## src/rtl/array_structural.sv

```systemverilog
// array_structural: register-file memory built from a write decoder, per-word registers and a read mux
module array_structural #(
  parameter int WIDTH  = 8,
  parameter int ADDR_W = 2
) (
  input  logic              clk,
  input  logic              rst_n,
  input  logic [WIDTH-1:0]  write_data,
  input  logic [ADDR_W-1:0] write_addr,
  input  logic              write_en,
  input  logic [ADDR_W-1:0] read_addr,
  output logic [WIDTH-1:0]  read_data
);
  localparam int DEPTH = 2**ADDR_W;
  logic [DEPTH-1:0]       we_vec;
  logic [DEPTH*WIDTH-1:0] words;
  for (genvar k = 0; k < DEPTH; k++) begin : g_word
    logic [WIDTH-1:0] word_d, word_q;
    assign we_vec[k] = write_en && (write_addr == ADDR_W'(k));
    always_comb word_d = we_vec[k] ? write_data : word_q;
    always_ff @(posedge clk or negedge rst_n)
      if (!rst_n) word_q <= '0;
      else word_q <= word_d;
    assign words[k*WIDTH +: WIDTH] = word_q;
  end
  always_comb read_data = words[read_addr*WIDTH +: WIDTH];
endmodule

```

## config.mk

```make
export PLATFORM = sky130hd
export DESIGN_NAME = array_structural
export DESIGN_NICKNAME = d
export VERILOG_FILES = /design/src/rtl/array_structural.sv
export SDC_FILE = /design/constraint.sdc
export NUM_CORES = 1
export LEC_CHECK = 0
export CAP_MARGIN = 20
export CORE_UTILIZATION = 45
export DETAILED_ROUTE_END_ITERATION = 16
export PLACE_DENSITY = 0.75
export SYNTH_ARGS = -nofsm -noshare
export SYNTH_HDL_FRONTEND = slang
export SYNTH_SLANG_ARGS = --single-unit
```

## constraint.sdc

```tcl
create_clock -name clk -period 1.84 [get_ports clk]
set_input_delay 0.276 -clock clk [delete_from_list [all_inputs] [get_ports clk]]
set_output_delay 0.276 -clock clk [all_outputs]
set_load 0.1 [all_outputs]
```

-- Word-level counts from Yosys, hierarchy flattened
Cells that the tools add are included.
- input bits: 15
- logic and storage cells: 13
- register bits: 32
- output and inout bits: 8
- reductions and logical operators: 5
- eq/ne operators: 3
- shift operators: 1
- operators with widths (cell ; count):
    32-bit by 6-bit variable part select with 8-bit output ; 1
    2-bit equality test, second input constant ; 2
    1-bit logical AND ; 4
    2-bit by 1-bit equality test with 1-bit output, second input constant ; 1
    2-bit zero test ; 1

-- Logic depth before layout (Yosys ltp)
- depth after elaboration: 2
- mapped depth: 2
- mapped depth without buffers: 2

-- Worst setup path before layout
No wires, ideal clock.
- kind: input-to-output
- start: input port read_addr[0]
- end: output port read_data[0]
- setup slack: 255 ps
- required time: 1564 ps
- data arrival time: 1309 ps
- buffers on the path: 1
- stages: 2
- cells stage by stage: buf_2 > mux4_2
- longest elaborated chain between the ends: 1
- ends and longest elaborated chain (element ; line ; source):
    start, declared ; 11 ; input logic [ADDR_W-1:0] read_addr,
    32-bit by 6-bit variable part select with 8-bit output ; 26 ; always_comb read_data = words[read_addr*WIDTH +: WIDTH];
    end, declared ; 12 ; output logic [WIDTH-1:0] read_data
No other way between the ends.

-- Worst setup path after layout
- start: input port read_addr[1]
- end: output port read_data[0]
Same word-level chain as after synthesis.

==> metrics.md <==
| Metric | Value |
|---|---|
| Diode count | 0 |
| Ys Warns | 0 |
| Die area | ~3300 um^2 |
| Routed wire length | between 2 and 3 mm |
| I/O pins | 23 |
| GRT Resource Usage Total | around a fifth |
| CTS buffer count | 5 |
| Final cell count without fillers | around 140 |
| Critical path class | in2out |
| Placer Congestion | around 0.65 |
| Starting DRT DRC Count | 20 |
| Relative slew slack | between 70% and 80% |
| Cells after Synth | between 70 and 80 |
| Layout cells sized above 1 | ~57% |
| Maximum vdd drop | 0.620 mV |
| Synth Net Count | 93 |
| Number of distinct library cells after synthesis | 8 |
| Worst EP required | 1.56 ns |
| Count of final hold-check violations | 0 |
| Die Ht | 57.8 um |
| Nets | 124 |
| Top post-synthesis cells by area | dfrtp_1 57%, mux2_2 26%, mux4_2 13% |
| Skew final | 0 ns |
| Area of the multi-input gates | 592 um^2 |
| Critical Path Start Type | input pin |
| Sequential Area | between 800 and 900 um^2 |
| FILL cells | between 200 and 250 |
| Post-synthesis cell area | 1400 um^2 |
| First-pass GRT wire length | roughly 4.4 mm |
| Clk sinks | 32 |
| Most flops, register | g_word.word_q |
| Fin. max-slew vios | 0 |
| Final setup fails | 0 |
| Rows | 19 |
| CTS max path bufs | 2 |
| Global route overflow | 0 |
| Post-cts hold buffer count | 0 |
| Number of remaining DRC errors | 0 |
| Outcome | finished clean |
| Starting density of the core | ~49% |
| Placed cell count | around 130 |
| Die width | roughly 58 um |
| Worst slew pin tran | around 0.4 ns |
| Synthesis-to-layout area growth | 33.8% |
| Achievable frequency | a little under 0.6 GHz |
| Largest regs | g_word.word_q: 32 flops |
| PwrDens | around 1200 nW/um^2 |
| HPWL after DPL | 1.79 mm |
| TNS Setup | 0 ns |
| Max_cap viols | 0 |
| Number of global-route vias before repair | 961 |
| Detailed-routing wirelength on met1 | around 1.0 mm |
| Met3 wire len | 86 um |
| Sequential area share after synthesis | a little under three fifths |
| WL/cell | 18.0 um |
| Critical Path AT | about 1.5 ns |
| Top Layer Used | met4 |
| Final Worst Setup Slack | between 0.1 and 0.15 ns |
| Core ar. | 2850 um^2 |
| RSZ-0062 raised after global routing | no |
| CP max FO | 8 |
| Via/cell ratio | between 5 and 6 |
| Initial antenna violation count | 0 |
| Max reg flops | 32 |
| Pin count of the biggest net entering global routing | 33 |
| Antenna viol nets, final | 0 |
| CTS tree | done |
| CTS root buffer | clkbuf_4 |
| Syn_area_per_cell | 18.0 um^2 |
| # port buffers | 22 |
| Critical Path Sink Type | output port |
| Post-CTS setup buffer count | 0 |
| Final Cycle Share | 94.1% |
| Hold Crit Class | in2async |
| Via Count | a little over 800 |
| Drt pass-1 iters | 2 |
| Met2 WL | ~1.4 mm |
| Seq cells post-synth | 32 |
| Leak | about 0.79 nW |
| Clk_lat worst skew | roughly 0.32 ns |
| Yosys top cell area share | 57.1% |
| CTS clock-pin slew for the worst setup and hold paths | around 0.090 ns |
| Htree depth | 2 |
| Cts repair resizes | 1 |
| Worst hold slack | roughly 0.35 ns |
| Pre-CTS setup slack | -0.119 ns |
| Min Tclk post-route | ~1.7 ns |
| Leading area contributor after synthesis | dfrtp_1 |
==> where the power goes <==
group	switching [mW]	internal (mW)
clock	0.224	0.285
sequential	0.0628	0.835
combinational	0.456	0.371
==> routing by layer <==
metal	global-route usage [%]	vias to the layer above
li1	-	362
met1	21.6	439
met2	30.4	15
met3	5.13	5
met4	12.2	0
met5	0	-
==> cells in the mapped netlist <==
master	n
buf_1	1
mux2_2	32
nand3b_2	2
mux4_2	8
buf_2	1
nand3_2	1
nor3b_4	1
dfrtp_1	32
==> kinds of logic after synthesis <==
kind of cell / count (synthesis) / share of synthesized area [%]
buffers and inverters: 2 / 0.624
flip-flops: 32 / 57.1
multiplexers: 40 / 38.6
AND/OR/NAND/NOR: 4 / 3.66
==> final cells by class <==
cell class,instances,share of cell area [%]
sequential,32,42.7
clock buffer,6,2.20
timing repair buffer,26,19.6
multi-input combinational,44,31.6
clock inverter,2,1.87
tap,31,2.07
==> cells in the final DEF (no fill, tap or decap), drive strengths merged, types with 2 or more instances in the layout <==
cell type / count
mux2: 32
clkbuf: 6
clkdlybuf4s50: 13
dfrtp: 32
nand3b: 2
buf: 12
mux4: 8
==> through the flow <==
| step | utilization [%] | instance area (um^2) | power (mW) |
|---|---|---|---|
| 6_report | 65.7 | 1870 | 2.23 |
| 4_1_cts | 65.7 | 1870 | 2.26 |
| 3_3_place_gp | 63.1 | 1800 | 1.72 |
| 5_1_grt | 65.7 | 1870 | 2.34 |
| 3_5_place_dp | 63.1 | 1800 | 1.75 |
| 2_1_floorplan | - | 1400 | 1.43 |
==> critical path, stage by stage <==
cell,delay (ns)
clkdlybuf4s50_1,0.50
buf_12,0.14
mux4_2,0.34
buf_12,0.19
==> worst paths after layout <==
path                                     start             endpoint  slack, ns  cells after the start
max                               read_addr[1]         read_data[0]       0.11                      4
min                                      rst_n  g_word[0].word_q[1]       0.35                      2
max reg2reg                g_word[1].word_q[5]  g_word[1].word_q[5]       1.06                      1
min reg2reg                g_word[2].word_q[5]  g_word[2].word_q[5]       0.51                      1
max in group asynchronous                rst_n  g_word[0].word_q[6]       1.20                      2
min in group clk           g_word[2].word_q[5]  g_word[2].word_q[5]       0.51                      1
No activity file was read; power rests on OpenSTA's default activity.
